## config.mk

```make
export PLATFORM = sky130hd
export DESIGN_NAME = memory_program_loader
export DESIGN_NICKNAME = d
export VERILOG_FILES = /design/src/rtl/memory_program_loader.sv
export SDC_FILE = /design/constraint.sdc
export NUM_CORES = 1
export LEC_CHECK = 0
export ABC_AREA = 1
export CORE_MARGIN = 2
export CORE_UTILIZATION = 35
export DETAILED_ROUTE_END_ITERATION = 6
export HOLD_SLACK_MARGIN = 0.05
export MAX_ROUTING_LAYER = met4
export PLACE_DENSITY = 0.66
export SYNTH_ARGS = -nofsm -noshare
export SYNTH_HDL_FRONTEND = slang
export SYNTH_SLANG_ARGS = --single-unit
```

## constraint.sdc

```tcl
create_clock -name slow_clock -period 1.55 [get_ports slow_clock]
set_input_delay 0.465 -clock slow_clock [delete_from_list [all_inputs] [get_ports slow_clock]]
set_output_delay 0.465 -clock slow_clock [all_outputs]
set_load 0.02 [all_outputs]
```

## src/rtl/memory_program_loader.sv

```systemverilog
// Byte-stream program loader: assembles incoming bytes into little-endian
// DATA_WIDTH words and writes them to consecutive memory word addresses while
// holding the CPU off the memory port.
module memory_program_loader #(
  parameter int DATA_WIDTH = 32,
  parameter int ADDR_WIDTH = 14
) (
  input  logic                  slow_clock,
  input  logic                  reset,
  input  logic                  start,
  input  logic                  abort,
  input  logic [ADDR_WIDTH-1:0] base_address,
  input  logic [ADDR_WIDTH-1:0] word_count,
  input  logic [7:0]            in_data,
  input  logic                  in_valid,
  output logic                  in_ready,
  output logic [ADDR_WIDTH-1:0] mem_address,
  output logic [DATA_WIDTH-1:0] mem_data,
  output logic                  allow_write_on_memory,
  output logic                  cpu_hold,
  output logic                  busy,
  output logic                  done,
  output logic [7:0]            checksum
);

  localparam int BYTES_PER_WORD = DATA_WIDTH / 8;
  localparam int IDX_W          = (BYTES_PER_WORD > 1) ? $clog2(BYTES_PER_WORD) : 1;

  typedef enum logic [1:0] {
    S_IDLE    = 2'd0,
    S_COLLECT = 2'd1,
    S_WRITE   = 2'd2,
    S_DONE    = 2'd3
  } state_t;

  state_t                r_state;
  state_t                w_state_next;
  logic [ADDR_WIDTH-1:0] r_addr;
  logic [ADDR_WIDTH-1:0] r_remaining;
  logic [IDX_W-1:0]      r_byte_idx;
  logic [DATA_WIDTH-1:0] r_word;
  logic [ADDR_WIDTH-1:0] r_mem_address;
  logic [DATA_WIDTH-1:0] r_mem_data;
  logic [7:0]            r_checksum;

  logic                  w_accept;
  logic                  w_last_byte;
  logic [DATA_WIDTH-1:0] w_word_merged;

  // An abort in COLLECT wins over a coincident byte: the byte is not counted.
  assign w_accept    = (r_state == S_COLLECT) & in_valid & ~abort;
  assign w_last_byte = (r_byte_idx == IDX_W'(BYTES_PER_WORD - 1));

  // Word with the incoming byte dropped into the current lane (lane 0 = LSB).
  generate
    for (genvar gi = 0; gi < BYTES_PER_WORD; gi++) begin : g_lane
      assign w_word_merged[gi*8 +: 8] =
        (r_byte_idx == IDX_W'(gi)) ? in_data : r_word[gi*8 +: 8];
    end
  endgenerate

  assign in_ready              = (r_state == S_COLLECT);
  assign allow_write_on_memory = (r_state == S_WRITE);
  assign busy                  = (r_state == S_COLLECT) || (r_state == S_WRITE);
  assign cpu_hold              = busy;
  assign done                  = (r_state == S_DONE);
  assign mem_address           = r_mem_address;
  assign mem_data              = r_mem_data;
  assign checksum              = r_checksum;

  // State register.
  always_ff @(posedge slow_clock or negedge reset) begin
    if (!reset) r_state <= S_IDLE;
    else        r_state <= w_state_next;
  end

  // Next-state decode.
  always_comb begin
    w_state_next = r_state;
    case (r_state)
      S_IDLE: begin
        if (start) w_state_next = (word_count != '0) ? S_COLLECT : S_DONE;
      end
      S_COLLECT: begin
        if (abort)                        w_state_next = S_IDLE;
        else if (w_accept && w_last_byte) w_state_next = S_WRITE;
      end
      S_WRITE: begin
        if (abort)                                   w_state_next = S_IDLE;
        else if (r_remaining == ADDR_WIDTH'(1))      w_state_next = S_DONE;
        else                                         w_state_next = S_COLLECT;
      end
      S_DONE:  w_state_next = S_IDLE;
      default: w_state_next = S_IDLE;
    endcase
  end

  // Datapath: address/count tracking, byte assembly, checksum, write port.
  always_ff @(posedge slow_clock or negedge reset) begin
    if (!reset) begin
      r_addr        <= '0;
      r_remaining   <= '0;
      r_byte_idx    <= '0;
      r_word        <= '0;
      r_mem_address <= '0;
      r_mem_data    <= '0;
      r_checksum    <= '0;
    end else begin
      case (r_state)
        S_IDLE: begin
          if (start) begin
            r_addr      <= base_address;
            r_remaining <= word_count;
            r_byte_idx  <= '0;
            r_word      <= '0;
            r_checksum  <= '0;
          end
        end
        S_COLLECT: begin
          if (abort) begin
            // Partial word is dropped; checksum keeps what was accepted.
            r_byte_idx <= '0;
            r_word     <= '0;
          end else if (w_accept) begin
            r_checksum <= r_checksum + in_data;
            if (w_last_byte) begin
              // Latch the write port so it is stable through WRITE and after.
              r_mem_address <= r_addr;
              r_mem_data    <= w_word_merged;
              r_word        <= '0;
              r_byte_idx    <= '0;
            end else begin
              r_word     <= w_word_merged;
              r_byte_idx <= r_byte_idx + IDX_W'(1);
            end
          end
        end
        S_WRITE: begin
          r_remaining <= r_remaining - ADDR_WIDTH'(1);
          if (r_remaining != ADDR_WIDTH'(1)) r_addr <= r_addr + ADDR_WIDTH'(1);
        end
        default: ;
      endcase
    end
  end

endmodule

```

Yosys cells after proc, flatten, opt, wreduce, memory -nomap -nowiden

Index checks and enable logic that the tools add are counted.

Flip-flop bits (word level): 118

$add $sub $neg: 4
Eq/ne operators: 14
Muxes and demuxes: 30
Bitwise logic cells: 3
Reductions and logical operators: 13

Operators by type and width:

| cell                  | count |
|---|---|
| $mux 32               | 4 |
| $pmux 32 s2           | 1 |
| $mux 8                | 7 |
| $pmux 14 s2           | 2 |
| $mux 14               | 3 |
| $mux 2                | 10 |
| $pmux 8 s2            | 1 |
| $add 14x1->14 const B | 1 |
| $eq 14x1->1 const B   | 1 |
| $ne 14x1->1 const B   | 1 |
| $reduce_bool 14->1    | 1 |
| $sub 14x1->14 const B | 1 |
| $add 8x8->8           | 1 |
| $eq 2x2->1 const B    | 4 |
| $pmux 2 s4            | 1 |
| $reduce_and 4->1      | 2 |
| $ne 3x2->1 const B    | 2 |
| $reduce_and 3->1      | 2 |
| $eq 2x1->1 const B    | 2 |
| $logic_not 2->1       | 2 |
| $ne 2x1->1 const B    | 2 |
| $ne 2x2->1 const B    | 2 |
| $pmux 2 s2            | 1 |
| $reduce_and 2->1      | 2 |
| 6 further kinds       | 8 |

Logic depth before layout (Yosys ltp)

Gate-level depths: netlist of run 1.

Word-level depth: 7
Depth in mapped cells: 12
Gate-level depth less buffers: 11

Worst setup path after synthesis of run 1

OpenSTA, ideal clock, no wires.

Path type: reg2reg
Start: register r_state[0]
End: register r_addr[7]
Library setup time: 0.118 ns
Data arrival time: 1.653 ns
Required time: 1.432 ns
Setup slack: -0.221 ns
Stages on the path, launching flop included: 11
Path buffers: 2
Cells stage by stage: dfrtp_1 inv_1 ha_1 buf_2 o21ai_2 inv_4 nand2_4 inv_2 buf_6 nand2_2 o21ai_2

Cells in the longest elaborated chain, start to end: 3

Ends and longest elaborated chain:

| element                                                   | line | source |
|---|---|---|
| start, declared                                           | 36   | `state_t r_state;` |
| start signal, assigned                                    | 74   | `else r_state <= w_state_next;` |
| $eq 2x2->1 *                                              | -    |  |
| named net allow_write_on_memory                           | 19   | `output logic allow_write_on_memory,` |
| $ne 2x1->1 (no line) or $reduce_bool 2->1 (tied branches) | -    |  |
| $reduce_and 3->1 (no line)                                | -    |  |
| end signal, assigned                                      | 112  | `r_addr <= base_address;` |
| end signal, assigned                                      | 140  | `if (r_remaining != ADDR_WIDTH'(1)) r_addr <= r_addr + ADDR_WIDTH'(1);` |
| end, declared                                             | 38   | `logic [ADDR_WIDTH-1:0] r_addr;` |

The timed path passes the listed nets; every way through them passes the cells marked *.
A chain may end at the register's enable or synchronous reset.

Final worst setup path of run 1

Start: register r_state[1]
End: register r_mem_address[1] (netlist: mem_address[1])

Cells in the longest elaborated chain, start to end: 4

Ends and longest elaborated chain:

| element                      | line    | source |
|---|---|---|
| $eq 2x1->1 *                 | 51, 109 |  |
| $and 1x1->1 (2 in series)    | 51      | `assign w_accept = (r_state == S_COLLECT) & in_valid & ~abort;` |
| $reduce_and 4->1 (no line) * | -       |  |
| end signal, assigned         | 128     | `r_mem_address <= r_addr;` |
| end, declared                | 42      | `logic [ADDR_WIDTH-1:0] r_mem_address;` |

Mark *: on every way between the ends. The rest lies on a longest branch, timed or not.

==> out/qor.yml, run 1 <==
status: "complete, but fails checks"
violations: "DRC, setup timing"
post-place-ws_ns: -0.533
insertedDiodeCount: 0
final_common_cell: "nand2_1"
start_kind: "flip-flop"
irDropWorstVdd_mv: 1.49
detail_route.wl_per_cell_um: 15.5
grt_pass1_wl_mm: 28.1
p_int_uw: 9430
slew_viol_final: 0
met3_usage_pct: 3.54
path_class: "flip-flop to flip-flop"
powerDensity_nw_per_um2: 1790
fin_ws_ns: -0.166
final_antenna_net_count: 0
setup_viol: 111
cp-end-kind: "flip-flop"
ios: 100
grt_pass1_vias: 5509
dp.cells: 1113
holdWs_ns: 0.484
worst_hold_path_type: "flip-flop to flip-flop"
switching_share_pct: 44.3
detail_route.vias_per_cell: 4.96
finalWeightedCongestion: 0.867
dr.pass1.iters: 7
finalInstanceArea_um2: 9480
cts_max_path_buffers: 2
ys_ff_latch: 110
die_area_um2: 17700
grt_usage_pct: 20.5
fin_skew_ns: 0.0133
maxCapViolations: 0
fp.dieH_um: 133
cts_buffers: 9
required_ns: 1.80
grt_util_met2_pct: 32.8
clkLatencyLatePin_ns: 0.36
p_seq_share_pct: 26.3
netlist_top_cells_area: "dfrtp_1, nand2_1, o21ai_0"
worstPathMaxFanout: 5
h-tree-depth: 3
gr-usage-met1_pct: 27.0
wirelength_mm: 18.2
ys_seq_area_share_pct: 47.2
final_cells: 1180
yosys.area.top_type_share_pct: 47.2
clk_pin_slew_worst_paths_ns: 0.08
final_nets: 1015
rsz0062_at_grt: "yes"
syn_area_um2: 5840
start_util_pct: 35.4
relSlewSlack_pct: 59.9
cts-root-buf: "clkbuf_16"
yosys.cell_types.count: 36
core_area_um2: 16500
fp.dieW_um: 133
arrival_ns: 1.97
drt-initial-drc-count: 433
syn_area_per_cell_um2: 7.72
p_sw_uw: 7490
syn2layout_area_growth_pct: 62.4
finalPower_uw: 16900
grt.busiest_layer: "met2"
synth.largest_area_cell: "dfrtp_1"
antenna_found_initial: 0
dp_hpwl_mm: 10.7
drive_above_1_share_pct: 37.8
synthCells: 756
worst-r2r-setup-slack_ns: -0.17
yosys_warnings: 0
tightest_slew_ns: 0.595
drc: 1
timing.fmax_ghz: 0.583
pwr-share-comb_pct: 59.6
hold_viol_final: 0
overflow: 0
leakage_uw: 0.00439
rows: 47
p_clk_share_pct: 14.1
post-route-period-util_pct: 111
placed_area_um2: 7590
cts.sinks: 110
fin_crit_ns: 1.72
via_count: 5849
syn-num-nets: 816
cts_tree: "done"
io_buffers: 99
final_cell_mix: "nand2_1, dfrtp_1, inv_1"
grt_max_degree: 57
cells by family after synthesis:
family          synth area share [%]
compound gates                  14.9
xor+xnor                       0.300
fa+ha+maj                       4.20
buf+inv                         8.55
flops                           47.2
simple gates                    24.9
worst paths after layout:
path                       cells after the start              to          from
min                                            2    mem_data[11]  mem_data[11]
min reg2reg                                    2    mem_data[11]  mem_data[11]
min in group asynchronous                      2  mem_address[8]         reset
max in group asynchronous                      3    mem_data[11]         reset
max                                           11  mem_address[1]    r_state[1]
max reg2reg                                   11  mem_address[1]    r_state[1]
Yosys cell counts, drive strengths merged:
cell	n
a21oi	21
o21ai	106
or2	2
nand2b	1
nand3	47
buf	18
ha	18
nand2	237
dfrtp	110
clkinv	1
nand3b	2
clkbuf	12
nor3	1
inv	90
fa	1
a21o	1
o211ai	3
nor2	52
o21bai	1
xnor2	1
xor2	1
nand4	6
o22ai	24
state kept, by name, indices dropped and copies added, names as in the netlist:
name and count:
r_addr 14, r_state 2, r_word 24, mem_data 32, r_remaining 14, mem_address 14, r_byte_idx 2, checksum 8
timing repair:
item | CTS | global route
setup endpoints to repair | 162 | 162
resized for setup | 265 | 225
hold buffers | 1 | 0
cloned | 16 | 3
endpoints found under the hold margin | 15 | 0
pin swaps | 13 | 24
setup buffers | 22 | 17
layout make-up:
cell class / instances / area, um^2
sequential: 110 / 2750
fill: 1422 / 6990
timing repair inverter: 2 / 22.5
clock inverter: 7 / 71.3
multi-input combinational: 526 / 3480
timing repair buffer: 215 / 2270
tap: 220 / 275
inverter: 91 / 379
clock buffer: 9 / 225
power by group through the flow:
stage / sequential [uW] / combinational, uW / clock (uW)
4_1_cts: 4350 / 8650 / 2400
3_3_place_gp: 4370 / 6530 / 0
6_report: 4450 / 10100 / 2390
3_5_place_dp: 4380 / 6630 / 0
5_1_grt: 4540 / 10900 / 2540
2_1_floorplan: 4480 / 4040 / 0
per-layer routing:
layer | wire, um | up-vias | part of all wire [%]
li1 | - | 2848 | -
met1 | 8310 | 2824 | 46
met2 | 8920 | 153 | 49
met3 | 666 | 24 | 3.7
met4 | 331 | 0 | 1.8
met5 | 0 | - | 0
worst max-delay path, stage by stage, from the launching register on:
cell	delay, ns
dfrtp_1	0.41
inv_2	0.12
ha_4	0.16
buf_8	0.12
nand3_4	0.10
buf_6	0.15
inv_8	0.06
nand2_8	0.06
buf_12	0.16
buf_16	0.15
nand2_2	0.05
o21ai_1	0.05
metrics by stage:
| step | setup TNS (ns) | utilization (%) |
|---|---|---|
| finish | -11.93 | 57.6 |
| global route | -20.15 | 57.6 |
| CTS | -11.43 | 54.2 |
| detailed placement | -37.07 | 46.1 |
| global placement | -36.07 | 46.1 |
| floorplan | -0.461 | - |
(Power assumes the default switching activity.)
==> run 2, diff against run 1 <==
--- a/config.mk
+++ b/config.mk
@@ -9,9 +9,10 @@
 export CORE_MARGIN = 2
 export CORE_UTILIZATION = 35
 export DETAILED_ROUTE_END_ITERATION = 6
+export DONT_BUFFER_PORTS = 1
 export HOLD_SLACK_MARGIN = 0.05
 export MAX_ROUTING_LAYER = met4
-export PLACE_DENSITY = 0.66
+export PLACE_DENSITY = 0.58
 export SYNTH_ARGS = -nofsm -noshare
 export SYNTH_HDL_FRONTEND = slang
 export SYNTH_SLANG_ARGS = --single-unit
==> out/qor.yml, run 2 (same netlist as run 1, synthesis figures left out) <==
required_ns: 1.08
final_antenna_net_count: 0
rows: 47
p_sw_uw: 6540
post-route-period-util_pct: 113
fin_util_pct: 49.3
fin_ws_ns: -0.197
cts.sinks: 110
relSlewSlack_pct: 69.7
maxCapViolations: 0
dr.pass1.iters: 4
start_util_pct: 35.4
via_count: 5186
clkLatencyLatePin_ns: 0.36
grt_usage_pct: 17.7
hold_viol_final: 110
worst-r2r-setup-slack_ns: -0.15
drt-initial-drc-count: 357
fp.dieH_um: 133
syn2layout_area_growth_pct: 39.0
cts_tree: "done"
dp_hpwl_mm: 10.5
grt_pass1_wl_mm: 24.3
final_common_cell: "nand2_1"
detail_route.wl_per_cell_um: 16.2
io_buffers: 0
irDropWorstVdd_mv: 0.929
powerDensity_nw_per_um2: 1870
h-tree-depth: 3
die_area_um2: 17700
path_class: "flip-flop to output pin"
detail_route.vias_per_cell: 4.95
crit_slowest_cell: "dfrtp_1"
post-place-ws_ns: -0.0590
grt_pass1_vias: 4789
final_nets: 882
wirelength_mm: 17.0
cp-end-kind: "output pin"
p_clk_share_pct: 16.2
finalWeightedCongestion: 0.837
tns_ns: -6.07
cpPeakStageDelay_ns: 0.41
switching_share_pct: 43.1
cts_buffers: 9
timing.fmax_ghz: 0.573
insertedDiodeCount: 0
crit_top_cell: "buf_6"
fin_skew_ns: 0.00522
worst_hold_path_type: "input port to asynchronous set/reset pin"
fin_crit_ns: 1.75
antenna_found_initial: 0
p_seq_share_pct: 30.4
clk_pin_slew_worst_paths_ns: 0.07
largest_reg_flops: 32
pwr-share-comb_pct: 53.3
setup_viol: 94
p_int_uw: 8640
leakage_uw: 0.00369
finalPower_uw: 15200
holdWs_ns: -0.205
slew_viol_final: 0
violations: "hold timing, setup timing"
final_cell_mix: "nand2_1, dfrtp_1, inv_1"
fp.dieW_um: 133
arrival_ns: 1.28
tightest_slew_ns: 0.449
ios: 100
start_kind: "flip-flop"
drive_above_1_share_pct: 31.7
cts_max_path_buffers: 2
cts-root-buf: "clkbuf_16"
worstPathMaxFanout: 2
rsz0062_at_grt: "yes"
status: "complete, but fails checks"
path_cells: "buf_6 -> ha_4 -> buf_6 -> buf_6"
overflow: 0
core_area_um2: 16500
drc: 0
grt_max_degree: 111
run 2: layout make-up:
type | count | area, um^2
multi-input cells | 526 | 3330
flip-flops and latches | 110 | 2750
fillers | 1605 | 8350
repair buffers | 84 | 1070
clock inverters | 5 | 66.3
inverters | 91 | 377
clock buffers | 11 | 243
well taps | 220 | 275
run 2: final timing paths:
kind,startpoint,endpoint,depth (start not counted)
max,r_state[0],in_ready,4
min,reset,r_remaining[2],0
max reg2reg,r_state[0],r_word[11],11
min reg2reg,r_remaining[8],r_remaining[8],2
max in group asynchronous,reset,mem_address[12],0
min in group slow_clock,word_count[6],r_remaining[6],2
run 2: critical path, delay by kind of cell, from the launching register on:
kind	cells	cell delay, ns
fa+ha+maj	1	0.15
flops	1	0.41
buf+inv	3	0.36
run 2: routing by layer:
layer / vias up / wire (um) / GRT usage [%]
li1: 2580 / - / -
met1: 2461 / 7980 / 23.9
met2: 124 / 7760 / 26.1
met3: 21 / 909 / 4.68
met4: 0 / 311 / 5.67
met5: - / 0 / -
run 2: power by group through the flow:
stage               clock (uW)  sequential [uW]  combinational, uW
floorplan                    0             4480               4040
global placement             0             4580               5890
detailed placement           0             4590               5950
CTS                       2540             4550               6560
global route              2650             4720               8850
finish                    2470             4610               8090
run 2: repair_timing:
item,4_1_cts,5_1_grt
cloned,2,15
gates resized for setup,37,212
setup endpoints to repair,34,115
endpoints found under the hold margin,110,110
buffers inserted,5,9
pin swaps,5,20
run 2: metrics by stage:
step / cell area, um^2 / cells
final: 8110 / 1047
after global placement: 6500 / 1000
after floorplan: 5900 / 756
after global routing: 8110 / 1047
after CTS: 7040 / 1023
after detailed placement: 6500 / 1000
